## config.mk

```make
export PLATFORM = sky130hd
export DESIGN_NAME = tff_updown_counter
export DESIGN_NICKNAME = d
export VERILOG_FILES = /design/src/rtl/tff_updown_counter_pkg.sv /design/src/rtl/tff_cell.sv /design/src/rtl/tff_updown_counter.sv
export SDC_FILE = /design/constraint.sdc
export NUM_CORES = 1
export LEC_CHECK = 0
export BUFFER_PORTS_ARGS = -buffer_cell sky130_fd_sc_hd__clkbuf_2
export CELL_PAD_IN_SITES_DETAIL_PLACEMENT = 0
export CELL_PAD_IN_SITES_GLOBAL_PLACEMENT = 1
export CORE_AREA = 2 2 39 41
export CTS_CLUSTER_DIAMETER = 40
export DETAILED_ROUTE_END_ITERATION = 8
export DIE_AREA = 0 0 41 43
export GPL_TIMING_DRIVEN = 0
export MAX_ROUTING_LAYER = met4
export PLACE_DENSITY_LB_ADDON = 0.1
export SETUP_SLACK_MARGIN = 0.2
export SYNTH_ARGS = -nofsm -noshare
export SYNTH_HDL_FRONTEND = slang
export SYNTH_SLANG_ARGS = --single-unit
```

## constraint.sdc

```tcl
create_clock -name ck -period 3.2 [get_ports ck]
set_input_delay 0.32 -clock ck [delete_from_list [all_inputs] [get_ports ck]]
set_output_delay 0.32 -clock ck [all_outputs]
set_load 0.1 [all_outputs]
```

## src/rtl/tff_updown_counter_pkg.sv

```systemverilog
// Shared definitions for the T flip-flop based up/down counter family:
// direction encodings and the elaboration-time modulus limit helper.
package tff_counter_pkg;

    localparam logic DIR_UP   = 1'b1;
    localparam logic DIR_DOWN = 1'b0;

    // Largest modulus a counter of the given width can represent (2^width).
    function automatic int max_mod(input int width);
        return 1 << width;
    endfunction

endpackage

```

## src/rtl/tff_cell.sv

```systemverilog
// Single toggle flip-flop: flips its output on a rising clock edge whenever
// the toggle input is high, cleared asynchronously by an active-high reset.
module tff_cell (
    input  logic ck,
    input  logic rs,
    input  logic t,
    output logic q
);

    // Toggle storage with asynchronous clear
    always_ff @(posedge ck or posedge rs) begin
        if (rs) begin
            q <= 1'b0;
        end else if (t) begin
            q <= ~q;
        end
    end

endmodule

```

## src/rtl/tff_updown_counter.sv

```systemverilog
// Modulo-MOD up/down counter built from WIDTH toggle cells. The next count is
// computed from the clear/load/count priority rules, and each cell is told to
// toggle exactly where the current and next counts differ. A combinational
// terminal count lets several stages be chained on the same clock edge.
module tff_updown_counter
    import tff_counter_pkg::*;
#(
    parameter int WIDTH = 4,
    parameter int MOD   = 16
) (
    input  logic             ck,
    input  logic             rs,
    input  logic             en,
    input  logic             up,
    input  logic             clr,
    input  logic             ld,
    input  logic [WIDTH-1:0] d,
    output logic [WIDTH-1:0] q,
    output logic             tc,
    output logic             ovf
);

    // Largest legal count, in the widened arithmetic width and in the
    // register width. Widening keeps MOD = 2^WIDTH free of overflow.
    localparam logic [WIDTH:0]   MAX_EXT = (WIDTH+1)'(MOD - 1);
    localparam logic [WIDTH-1:0] MAX_Q   = WIDTH'(MOD - 1);

    if ((WIDTH < 1) || (WIDTH > 16)) begin : g_bad_width
        $error("tff_updown_counter: WIDTH must lie in 1..16");
    end
    if ((MOD < 2) || (MOD > max_mod(WIDTH))) begin : g_bad_mod
        $error("tff_updown_counter: MOD must lie in 2..2^WIDTH");
    end

    logic [WIDTH:0]   q_ext;
    logic [WIDTH:0]   d_ext;
    logic [WIDTH:0]   next_ext;
    logic [WIDTH-1:0] q_next;
    logic [WIDTH-1:0] t;
    logic             ovf_q;
    logic             ovf_d;
    logic             unusedTop;

    assign q_ext = {1'b0, q};
    assign d_ext = {1'b0, d};

    // Next count and overflow flag from the clear > load > count > hold rules
    always_comb begin
        next_ext = q_ext;
        ovf_d    = ovf_q;
        if (clr) begin
            next_ext = '0;
            ovf_d    = 1'b0;
        end else if (ld) begin
            next_ext = (d_ext > MAX_EXT) ? MAX_EXT : d_ext;
        end else if (en) begin
            if (up == DIR_UP) begin
                if (q_ext == MAX_EXT) begin
                    next_ext = '0;
                    ovf_d    = 1'b1;
                end else begin
                    next_ext = q_ext + (WIDTH+1)'(1);
                end
            end else begin
                if (q_ext == '0) begin
                    next_ext = MAX_EXT;
                    ovf_d    = 1'b1;
                end else begin
                    next_ext = q_ext - (WIDTH+1)'(1);
                end
            end
        end
    end

    // The count never reaches MOD, so the extra arithmetic bit is always zero.
    assign q_next    = next_ext[WIDTH-1:0];
    assign unusedTop = next_ext[WIDTH];

    // A cell toggles wherever the next count differs from the current one.
    assign t = q ^ q_next;

    for (genvar i = 0; i < WIDTH; i++) begin : g_cell
        tff_cell u_cell (
            .ck (ck),
            .rs (rs),
            .t  (t[i]),
            .q  (q[i])
        );
    end

    // Sticky wrap flag register
    always_ff @(posedge ck or posedge rs) begin
        if (rs) begin
            ovf_q <= 1'b0;
        end else begin
            ovf_q <= ovf_d;
        end
    end

    assign ovf = ovf_q;

    // Terminal count: high only in a cycle whose edge will wrap the counter.
    assign tc = en & ((up == DIR_DOWN) ? (q == '0) : (q == MAX_Q));

endmodule

```

== Word-level counts from Yosys, hierarchy flattened ==
Cells that the tools add are included.

* Bitwise logic cells: 6
* Add/subtract/negate cells: 2
* Shift-type cells: 0
* Mux-type cells: 14
* Multiply operators: 0
* Reduce and logical (&&, ||, !) cells: 5
* Divide/modulo/power cells: 0
* Equal/unequal tests: 3
* Magnitude comparators: 1

{| class="wikitable"
|+ Operator list
! operator !! count
|-
| $mux W4 || 7
|-
| $mux W1 || 7
|-
| $logic_not A5 Y1 || 1
|-
| $add A4 B1 Y4 const B || 1
|-
| $eq A4 B4 Y1 const B || 1
|-
| $gt A4 B4 Y1 const B || 1
|-
| $logic_not A4 Y1 || 1
|-
| $not A1 Y1 || 4
|-
| $reduce_and A4 Y1 || 1
|-
| $sub A4 B1 Y4 const B || 1
|-
| $xor A4 B4 Y4 || 1
|-
| $ne A3 B1 Y1 const B || 1
|-
| $reduce_bool A3 Y1 || 1
|-
| $ne A2 B2 Y1 const B || 1
|-
| $reduce_bool A2 Y1 || 1
|-
| $and A1 B1 Y1 || 1
|}

* Memories kept: 0
* Output and inout bits: 6
* Flip-flop bits (word level): 5
* Input bits: 10
* Memory bits (read-only): 0
* RAM bits: 0
* Latch bits: 0

== Longest topological paths before layout ==
Gate-level depths: netlist of run 1.

* Word-level depth: 7
* Depth in mapped cells: 6
* Gate-level depth less buffers: 6

== Hierarchy ==
From an unflattened synthesis of run 1, not the netlist that was laid out.

* Cell total of the unflattened synthesis: 62
* Area, all modules: 519.2 um^2

{| class="wikitable"
|+ Modules (own cells, without submodules)
! module !! cells each !! instances !! area an instance (um^2)
|-
| tff_updown_counter || 50 || 1 || 369.1
|-
| tff_cell || 3 || 4 || 37.5
|}

== Least setup slack after synthesis of run 1 ==
No wires, ideal clock.

* Kind: flip-flop to flip-flop
* From: register g_cell[0].u_cell.q
* To: register ovf_q (netlist: ovf)
* Required time: 3122 ps
* Path slack: 273 ps
* Period minus slack after synthesis: 2927 ps
* Cell stages (with the launch flop): 7
* Library setup time: 78 ps
* Data arrival time: 2849 ps
* Buffers on the path: 0
* Cell sequence: dfrtp_1 inv_2 ha_1 or4b_1 a21boi_1 a21oi_1 nor2_1

* Longest elaborated chain between the ends: 3

{| class="wikitable"
|+ RTL lines
! item !! RTL line !! RTL
|-
| start: declaration || tff_cell.sv:7 || <nowiki>output logic q</nowiki>
|-
| start signal: assignment || tff_cell.sv:15 || <nowiki>q <= ~q;</nowiki>
|-
| $eq A4 B4 Y1 / $logic_not A5 Y1 (equally long branches) || tff_updown_counter.sv:58, tff_updown_counter.sv:65 ||
|-
| $ne A3 B1 Y1 (no line) / $reduce_bool A3 Y1 (equally long branches) || n/a ||
|-
| $reduce_and A4 Y1 (no line) (*) || n/a ||
|-
| end signal: assignment || tff_updown_counter.sv:96 || <nowiki>ovf_q <= ovf_d;</nowiki>
|-
| end: declaration || tff_updown_counter.sv:40 || <nowiki>logic ovf_q;</nowiki>
|}

Every way passes the cells marked *; elsewhere a longest branch is shown, timed or not.
A chain may end at the register's enable or synchronous reset.

== Worst setup path in the final report of run 1 ==
* From: register g_cell[0].u_cell.q
* To: output tc

* Longest elaborated chain between the ends: 3

{| class="wikitable"
|+ RTL lines
! item !! RTL line !! RTL
|-
| $eq A4 B4 Y1 / $logic_not A4 Y1 (equally long branches) || tff_updown_counter.sv:103 || <nowiki>assign tc = en & ((up == DIR_DOWN) ? (q == '0) : (q == MAX_Q));</nowiki>
|-
| $mux W1 (*) || tff_updown_counter.sv:103 ||
|-
| $and A1 B1 Y1 (*) || tff_updown_counter.sv:103 ||
|-
| end: declaration || tff_updown_counter.sv:19 || <nowiki>output logic tc,</nowiki>
|}

Marks and branches as above.

==> impl_metrics.env, run 1 <==
export IMPL_status="completed"
export IMPL_syn_num_nets=60
export IMPL_max_freq_mhz=401
export IMPL_die_area_mm2=0.00176
export IMPL_post_dr_wirelength_cell_um=11.0
export IMPL_io_buffer_count=14
export IMPL_pwr_share_comb_pct=39.3
export IMPL_post_cts_repair_setup_buffers=0
export IMPL_dieWidth_um=41
export IMPL_hold_fix_buffers_at_cts=1
export IMPL_grt_first_pass_wirelength_um=1480
export IMPL_initial_core_util_pct=30.0
export IMPL_num_rows=14
export IMPL_dp_slack_ns=0.959
export IMPL_xor_xnor_share_of_the_synthesized_area_pct=4.22
export IMPL_finalSetupViolations=0
export IMPL_remaining_drc_errors=0
export IMPL_number_of_global_route_vias_before_repair=376
export IMPL_clock_tree_from_tritoncts="yes"
export IMPL_synth_area_leader_cell="dfrtp_1"
export IMPL_drv_slew=0
export IMPL_numCtsBuffers=3
export IMPL_finClkSkew_ns=0.000193
export IMPL_finalCriticalPeriod_ns=2.49
export IMPL_detail_route_wirelength_um=913
export IMPL_critical_path_startpoint="g_cell[0].u_cell.q$_DFFE_PP0P_"
export IMPL_rr_endpoint="g_cell[0].u_cell.q$_DFFE_PP0P_"
export IMPL_finalSetupTns_ns=0
export IMPL_multi_input_comb_area_um2=230
export IMPL_timing_reg2reg_worst_path_depth=6
export IMPL_critical_path_endpoint_type="output port"
export IMPL_clock_tree_htree_level_count=1
export IMPL_ys_types=25
export IMPL_max_cap_violations=0
export IMPL_antenna_diode_count=0
export IMPL_required_ns=2.88
export IMPL_area_delta_synth_final_pct=30.4
export IMPL_floorplan_die_height_um=43
export IMPL_seq_area_um2=125
export IMPL_hold_violations=0
export IMPL_nNetsFinal=80
export IMPL_cellLeakagePower_nw=0.276
export IMPL_detailedRoute_firstIterationViolations=0
export IMPL_clk_transition_reported_paths_ns=0.04
export IMPL_synth_seq_area_share_pct=30.1
export IMPL_post_layout_total_power_mw=0.241
export IMPL_asyncSetResetFlopFracSynth_pct=100
export IMPL_cts_sinks=5
export IMPL_dpl_cell_count=78
export IMPL_holdCritPathClass="in -> reg"
export IMPL_finish_cell_count_without_fillers=83
export IMPL_postSynthCellCount=48
export IMPL_total_switching_power_mw=0.0961
export IMPL_yosys_register_bits=5
export IMPL_power_switching_fraction_pct=39.9
export IMPL_grt_antenna_before_repair=0
export IMPL_mappedNetlistArea_um2=415
export IMPL_cts_resized=0
export IMPL_max_vdd_drop_uv=201
export IMPL_yosysWarningCount=0
export IMPL_unrepaired_setup_endpoints_after_global_routing="false"
export IMPL_synth_enable_flop_cells=0
export IMPL_yosys_most_used_dff="dfrtp_1"
export IMPL_critical_path_arrival_ns=2.17
export IMPL_post_synth_top_count_cell="a21oi_1"
export IMPL_intPower_mw=0.145
export IMPL_route_detailed_vias_per_inst=4.64
export IMPL_largest_fanout_on_the_critical_path=6
export IMPL_grt_overflow_total=0
export IMPL_synth_top_cells_by_count="a21oi_1, buf_4, dfrtp_1, inv_1, nor2_1"
export IMPL_finalWorstSetupSlack_ns=0.708
export IMPL_crit_path_start_kind="flip-flop"
export IMPL_worst_slew_margin_rel_pct=64.2
export IMPL_synth_top_family_by_area="compound AO/OA/AOI/OAI gates"
export IMPL_drive_gt1_share_pct=40.3
export IMPL_worstMarginPinSlew_ns=0.539
export IMPL_clkLatencyLatePin_ns=0.24
export IMPL_synth_mux_area_share_pct=5.12
export IMPL_clock_tree_buffer_depth=2
export IMPL_drt_pass1_iterations=1
export IMPL_detail_route_antenna_nets=0
export IMPL_synth_area_top_cells="dfrtp_1, buf_4, a21oi_1"
export IMPL_clockRootBuffer="clkbuf_4"
export IMPL_core_area_mm2=0.00138
export IMPL_fin_area_um2=542
export IMPL_synth_compound_area_share_pct=26.8
export IMPL_ff2ff_setup_slack_ns=1.41
export IMPL_route_vias_total=385
export IMPL_synthesis_area_per_instance_um2=8.65
export IMPL_num_ports=16
export IMPL_gp_congestion=0.676
export IMPL_final_min_period_over_clock_period_pct=77.9
export IMPL_synth_adder_area_share_pct=6.02
export IMPL_final_fill_count=155
export IMPL_fin_hold_ws_ns=0.311
export IMPL_dpl_instance_area_um2=505
export IMPL_worst_r2r_startpoint="g_cell[0].u_cell.q$_DFFE_PP0P_"
export IMPL_synth_simple_gate_area_share_pct=13.3
export IMPL_largest_net_degree_at_the_start_of_global_routing=9
export IMPL_setup_worst_path_class="reg -> out"
export IMPL_synthDominantCellAreaShare_pct=30.1
export IMPL_power_share_clock_pct=29.6
export IMPL_final_core_utilization_pct=39.2
export IMPL_cellPowerDensity_mw_per_mm2=444
export IMPL_cp_endpoint="tc"
export IMPL_power_sequential_fraction_pct=31.1
export IMPL_grtUsageTotal_pct=12.8
-- how the worst min path moves through the flow --
stage / cells past startpoint / slack (ns) / start / to
3_3_place_gp: 2 / 0.20 / rs / g_cell[0].u_cell.q$_DFFE_PP0P_
4_1_cts: 2 / 0.30 / clr / ovf$_DFFE_PP0P_
2_1_floorplan: 1 / 0.1 / rs / g_cell[0].u_cell.q$_DFFE_PP0P_
6_report: 2 / 0.31 / clr / ovf$_DFFE_PP0P_
3_5_place_dp: 2 / 0.21 / rs / g_cell[0].u_cell.q$_DFFE_PP0P_
5_1_grt: 2 / 0.32 / clr / ovf$_DFFE_PP0P_
-- cell families (layout without fill, tap and decap cells) --
| family | Yosys count | count (layout) |
|---|---|---|
| multiplexers | 2 | 2 |
| flip-flops | 5 | 5 |
| XOR/XNOR | 2 | 2 |
| adder cells (fa/ha/maj) | 2 | 2 |
| AND/OR/NAND/NOR | 11 | 11 |
| buffers and inverters | 11 | 30 |
| AO/OA/AOI/OAI | 15 | 15 |
-- layer usage --
layer / track usage, % / part of all wire [%]
met5: - / 0
met4: 6.00 / 0
met3: 1.57 / 4.5
met2: 19.7 / 50
met1: 16.0 / 46
-- final cells by class --
class / count / area share [%]
Multi-Input combinational cell: 32 / 42.5
Sequential cell: 5 / 23.1
Clock buffer: 4 / 4.85
Timing Repair Buffer: 15 / 14.8
Buffer: 5 / 6.93
Tap cell: 16 / 3.70
Inverter: 6 / 4.16
-- cell usage in the layout, fill, tap and decap left out, drive strengths merged --
cell type	Yosys	routed
a311o	1	1
a21boi	1	1
buf	5	5
ha	2	2
o31ai	1	1
or4b	1	1
clkbuf	0	18
xnor2	1	1
nor3	1	1
xor2	1	1
o21bai	1	1
a21bo	1	1
a21oi	6	6
nand2	3	3
dlygate4sd3	0	1
nand4	1	1
nor2	4	4
inv	6	6
mux2i	1	1
mux2	1	1
o21ai	1	1
a211oi	1	1
dfrtp	5	5
a311oi	1	1
a41oi	1	1
or4	1	1
-- registers in the layout (all words and copies together) (netlist names) --
name,flops
g_cell.u_cell.q,4
ovf,1
-- worst max-delay path, stage by stage (launching register included) --
cell and delay [ns]:
dfrtp_1 0.44, inv_2 0.11, ha_1 0.19, or4b_1 0.47, a21boi_1 0.22, clkbuf_2 0.50
-- power groups by stage --
stage	clock network (mW)	logic, mW	registers [mW]
6_report	0.0713	0.0946	0.0749
5_1_grt	0.0781	0.101	0.0759
2_1_floorplan	0	0.0731	0.0773
3_5_place_dp	0	0.0939	0.0759
4_1_cts	0.0755	0.0953	0.0750
3_3_place_gp	0	0.0939	0.0762
Power figures use the tool's default switching activity.
==> inputs of run 2 (changes only) <==
Settings changed: CORE_AREA 2 2 39 41 to unset, CORE_UTILIZATION set to 29, DIE_AREA 0 0 41 43 to unset.
Clock period 3.2 ns to 2.2 ns, I/O delays scaled along.
==> run 2 against run 1 <==
Effect of this change:
- setup slack worse by 0.49 ns
- combinational power rose by 72%
- flip-flop and latch count unchanged
- via count rose by 8.3%
- worst hold slack worse by 0.10 ns
- global-route usage is 2.1 points higher
- final cell count grew 4.8%
- cell area increased by 16%
- clock-buffer cell count stayed put
- clock skew increased by 0.0028 ns
- critical path type unchanged
==> impl_metrics.env, run 2 (same netlist as run 1, synthesis figures left out) <==
export IMPL_num_rows=13
export IMPL_worst_slew_margin_rel_pct=64.1
export IMPL_max_vdd_drop_uv=369
export IMPL_final_min_period_over_clock_period_pct=90.0
export IMPL_crit_path_start_kind="flip-flop"
export IMPL_grt_first_pass_wirelength_um=1460
export IMPL_dpl_instance_area_um2=532
export IMPL_multi_input_comb_area_um2=258
export IMPL_nNetsFinal=85
export IMPL_detail_route_wirelength_um=959
export IMPL_timing_critical_path_cells="inv_4 > ha_4 > or4b_4 > a21boi_4 > clkbuf_16"
export IMPL_mostFrequentLayoutCell="clkbuf_2"
export IMPL_finalSetupTns_ns=0
export IMPL_max_freq_mhz=505
export IMPL_clock_tree_from_tritoncts="yes"
export IMPL_critical_path_arrival_ns=1.76
export IMPL_number_of_global_route_vias_before_repair=348
export IMPL_status="completed"
export IMPL_clkLatencyLatePin_ns=0.24
export IMPL_clock_tree_htree_level_count=1
export IMPL_critical_path_startpoint="g_cell[0].u_cell.q$_DFFE_PP0P_"
export IMPL_initial_core_util_pct=31.5
export IMPL_clk_transition_reported_paths_ns=0.04
export IMPL_cp_endpoint="tc"
export IMPL_largest_fanout_on_the_critical_path=3
export IMPL_clock_tree_buffer_depth=2
export IMPL_hold_violations=0
export IMPL_timing_reg2reg_worst_path_depth=7
export IMPL_core_area_mm2=0.00132
export IMPL_cellPowerDensity_mw_per_mm2=595
export IMPL_detail_route_antenna_nets=0
export IMPL_critical_path_slowest_cell="or4b_4"
export IMPL_largest_net_degree_at_the_start_of_global_routing=9
export IMPL_drive_gt1_share_pct=51.4
export IMPL_setup_worst_path_class="reg -> out"
export IMPL_die_area_mm2=0.00159
export IMPL_post_dr_wirelength_cell_um=11.0
export IMPL_gp_congestion=0.718
export IMPL_drv_slew=0
export IMPL_finalCriticalPeriod_ns=1.98
export IMPL_finClkSkew_ns=0.00301
export IMPL_route_detailed_vias_per_inst=4.79
export IMPL_remaining_drc_errors=0
export IMPL_detailedRoute_firstIterationViolations=5
export IMPL_io_buffer_count=14
export IMPL_drt_pass1_iterations=4
export IMPL_clockRootBuffer="clkbuf_4"
export IMPL_area_delta_synth_final_pct=51.8
export IMPL_worstMarginPinSlew_ns=0.541
export IMPL_finalSetupViolations=0
export IMPL_unrepaired_setup_endpoints_after_global_routing="true"
export IMPL_dieWidth_um=39.8
export IMPL_final_fill_count=137
export IMPL_required_ns=1.98
export IMPL_grtUsageTotal_pct=15.0
export IMPL_critical_path_endpoint_type="output port"
export IMPL_fin_area_um2=631
export IMPL_holdCritPathClass="in -> reg"
export IMPL_floorplan_die_height_um=39.8
export IMPL_dp_final_hpwl_um=693
export IMPL_grt_overflow_total=0
export IMPL_antenna_diode_count=0
export IMPL_largest_register="g_cell.u_cell.q"
export IMPL_slowest_delay_ns=0.48
export IMPL_seq_area_um2=128
export IMPL_critical_path_top_delay_family="simple AND/OR/NAND/NOR gates"
export IMPL_grt_antenna_before_repair=0
export IMPL_cp_depth=5
export IMPL_most_frequent_cells_in_the_layout="clkbuf_2, buf_4, a21oi_1, inv_1, nor2_1"
export IMPL_numCtsBuffers=3
export IMPL_num_ports=16
export IMPL_cp_num_buf_inv=2
export IMPL_route_vias_total=417
export IMPL_cellLeakagePower_nw=0.310
export IMPL_largest_register_ffs=4
export IMPL_worst_r2r_startpoint="g_cell[0].u_cell.q$_DFFE_PP0P_"
export IMPL_cts_sinks=5
export IMPL_rr_endpoint="g_cell[2].u_cell.q$_DFFE_PP0P_"
export IMPL_ff2ff_setup_slack_ns=0.54
export IMPL_max_cap_violations=0
-- run 2: cell count changes in the layout (fill, tap and decap cells not counted) --
cell       change
ha_4           +1
inv_4          +1
or4b_4         +1
buf_4          +5
clkbuf_16      +1
ha_1           -1
clkbuf_2       -1
a21boi_4       +1
inv_2          -1
a21boi_1       -1
dfrtp_2        +2
or4b_1         -1
dfrtp_1        -2
-- run 2: power by group --
group	leakage (nW)	switching, mW	internal, mW
registers	0.0628	0.00773	0.0995
clock network	0.0150	0.0358	0.0685
logic	0.233	0.102	0.0612
-- run 2: layout make-up --
cell class	count	share of cell area [%]
flip-flops and latches	5	20.2
well taps	15	2.98
repair buffers	20	21.8
multi-input cells	32	40.9
inverters	6	3.97
clock buffers	4	4.17
plain buffers	5	5.95
-- run 2: through the flow --
| stage | util (%) | hold slack, ns | power (mW) | setup slack [ns] | cells |
|---|---|---|---|---|---|
| after floorplan | - | -0.00148 | 0.226 | 0.168 | 48 |
| after global placement | 40.4 | 0.0968 | 0.255 | 0.133 | 77 |
| after detailed placement | 40.4 | 0.101 | 0.254 | 0.162 | 77 |
| after CTS | 46.0 | 0.201 | 0.374 | 0.214 | 84 |
| after global routing | 47.9 | 0.204 | 0.401 | 0.167 | 87 |
| final | 47.9 | 0.206 | 0.375 | 0.221 | 87 |
-- run 2: layer usage --
metal	part of all wire, %	GRT usage, %
met2	46	22.1
met4	0	5.17
met3	5.0	6.82
met5	0	-
met1	49	17.7
-- run 2: worst min path at each step --
stage               slack, ns  depth (start not counted)                        endpoint  start
floorplan              -0.001                          1  g_cell[0].u_cell.q$_DFFE_PP0P_     rs
global placement          0.1                          2  g_cell[0].u_cell.q$_DFFE_PP0P_     rs
detailed placement       0.10                          2  g_cell[0].u_cell.q$_DFFE_PP0P_     rs
CTS                      0.20                          2                 ovf$_DFFE_PP0P_    clr
global route             0.20                          2                 ovf$_DFFE_PP0P_    clr
finish                   0.21                          2                 ovf$_DFFE_PP0P_    clr
-- run 2: timing repair --
item	4_1_cts	5_1_grt
hold endpoints to repair	5	0
setup buffers	2	3
resized for setup	5	1
endpoints found under the setup margin	1	1
pin swaps	1	2
hold buffers	1	0
==> inputs of run 3 (changes only) <==
Settings changed: CORE_MARGIN set to 2.
==> run 3 against run 2 <==
Effect of this change:
- sequential share of layout area rose by 0.75 points
- cell area down 3.6%
- via count fell by 4.6%
- highest routed layer is now met4
==> impl_metrics.env, run 3 (same netlist as run 1, synthesis figures left out) <==
export IMPL_clock_tree_from_tritoncts="yes"
export IMPL_largest_register_ffs=4
export IMPL_remaining_drc_errors=0
export IMPL_min_delay_start="clr"
export IMPL_antenna_diode_count=0
export IMPL_clockRootBuffer="clkbuf_4"
export IMPL_worstMarginPinSlew_ns=0.538
export IMPL_critical_path_startpoint="g_cell[1].u_cell.q$_DFFE_PP0P_"
export IMPL_final_min_period_over_clock_period_pct=89.9
export IMPL_critical_path_endpoint_type="output port"
export IMPL_max_freq_mhz=506
export IMPL_largest_register="g_cell.u_cell.q"
export IMPL_detail_route_wirelength_um=978
export IMPL_hold_violations=0
export IMPL_die_area_mm2=0.00175
export IMPL_detailedRoute_firstIterationViolations=2
export IMPL_finalSetupTns_ns=0
export IMPL_fin_hold_ws_ns=0.198
export IMPL_groute_layer_met3_usage_pct=4.35
export IMPL_route_vias_total=398
export IMPL_slowest_delay_ns=0.48
export IMPL_post_dr_wirelength_cell_um=11.6
export IMPL_clk_transition_reported_paths_ns=0.04
export IMPL_drt_pass1_iterations=2
export IMPL_clock_tree_buffer_depth=2
export IMPL_grt_first_pass_wirelength_um=1600
export IMPL_grt_antenna_before_repair=0
export IMPL_grt_util_met1_pct=16.3
export IMPL_num_ports=16
export IMPL_grt_overflow_total=0
export IMPL_floorplan_die_height_um=41.8
export IMPL_num_rows=13
export IMPL_initial_core_util_pct=31.5
export IMPL_worst_slew_margin_rel_pct=64.3
export IMPL_largest_net_degree_at_the_start_of_global_routing=9
export IMPL_dieWidth_um=41.8
export IMPL_finalCriticalPeriod_ns=1.98
export IMPL_post_layout_total_power_mw=0.371
export IMPL_grt_util_met2_pct=17.2
export IMPL_max_vdd_drop_uv=369
export IMPL_gp_congestion=0.711
export IMPL_drive_gt1_share_pct=49.3
export IMPL_cts_sinks=5
export IMPL_route_detailed_vias_per_inst=4.74
export IMPL_timing_critical_path_cells="inv_2 > ha_4 > or4b_4 > a21boi_4 > clkbuf_16"
export IMPL_setup_worst_path_class="reg -> out"
export IMPL_number_of_global_route_vias_before_repair=359
export IMPL_detail_route_antenna_nets=0
export IMPL_finalSetupViolations=0
export IMPL_dp_final_hpwl_um=716
export IMPL_mostFrequentLayoutCell="clkbuf_2"
export IMPL_cellPowerDensity_mw_per_mm2=610
export IMPL_crit_path_start_kind="flip-flop"
export IMPL_cellLeakagePower_nw=0.296
export IMPL_area_delta_synth_final_pct=46.4
export IMPL_numCtsBuffers=3
export IMPL_critical_path_arrival_ns=1.76
export IMPL_grtUsageTotal_pct=12.5
export IMPL_finClkSkew_ns=0.00282
export IMPL_largest_fanout_on_the_critical_path=3
export IMPL_max_cap_violations=0
export IMPL_critical_path_slowest_cell="or4b_4"
export IMPL_global_route_layer_with_the_greatest_usage="met2"
export IMPL_holdCritPathClass="in -> reg"
export IMPL_clkLatencyLatePin_ns=0.24
export IMPL_worst_r2r_startpoint="g_cell[1].u_cell.q$_DFFE_PP0P_"
export IMPL_required_ns=1.98
export IMPL_status="completed"
export IMPL_core_area_mm2=0.00132
export IMPL_io_buffer_count=14
export IMPL_most_frequent_cells_in_the_layout="clkbuf_2, buf_4, a21oi_1, inv_1, nor2_1"
export IMPL_nNetsFinal=82
export IMPL_unrepaired_setup_endpoints_after_global_routing="true"
export IMPL_clock_tree_htree_level_count=1
export IMPL_drv_slew=0
## run 3: changes by cell type in the layout (fill, tap and decap cells not counted), sizes merged
cell / delta
buf: -3
## run 3: what timing repair did
action,CTS,global route
resized for setup,6,0
endpoints found under the hold margin,5,0
hold buffers,1,0
pin swaps,1,0
buffers inserted,2,0
endpoints found under the setup margin,1,1
## run 3: layout make-up
class / count / area, µm²
repair buffers: 17 / 115
multi-input cells: 32 / 258
flip-flops and latches: 5 / 128
inverters: 6 / 25.0
clock buffers: 4 / 26.3
well taps: 15 / 18.8
plain buffers: 5 / 37.5
fillers: 139 / 709
## run 3: power by group
group	total [mW]	switching (mW)	leakage, nW	internal (mW)
sequential	0.107	0.00801	0.0628	0.0995
combinational	0.157	0.101	0.219	0.0560
clock	0.107	0.0380	0.0150	0.0686
total	0.371	0.147	0.296	0.224
## run 3: per-layer routing
metal  part of all wire, %  vias up
met4                   1.4        0
met3                   5.6        3
met2                    45       13
met5                     0        -
li1                      -      210
met1                    48      172
## run 3: path summary, 6_finish.rpt
check                      slack (ns)  cells past startpoint                             end
setup / recovery                 0.22                      5                              tc
hold / removal                   0.20                      2                 ovf$_DFFE_PP0P_
setup reg to reg                 0.56                      6  g_cell[0].u_cell.q$_DFFE_PP0P_
hold reg to reg                  0.52                      2                 ovf$_DFFE_PP0P_
max in group asynchronous        1.62                      3  g_cell[1].u_cell.q$_DFFE_PP0P_
min in group asynchronous        0.40                      3  g_cell[3].u_cell.q$_DFFE_PP0P_
## run 3: through the flow
| step | instance area [µm²] | instances | setup WS (ns) | util [%] |
|---|---|---|---|---|
| after floorplan | 443 | 48 | 0.168 | - |
| after global placement | 532 | 77 | 0.131 | 40.4 |
| after detailed placement | 532 | 77 | 0.169 | 40.4 |
| after CTS | 608 | 84 | 0.215 | 46.2 |
| after global routing | 608 | 84 | 0.160 | 46.2 |
| final | 608 | 84 | 0.223 | 46.2 |
## run 3: worst max-delay path, delay by kind of cell, from the launching register on
family                   cells  cell delay, ns
AO/OA/AOI/OAI                1            0.17
buffers and inverters        2            0.31
adder cells (fa/ha/maj)      1            0.14
flip-flops                   1            0.40
AND/OR/NAND/NOR              1            0.48
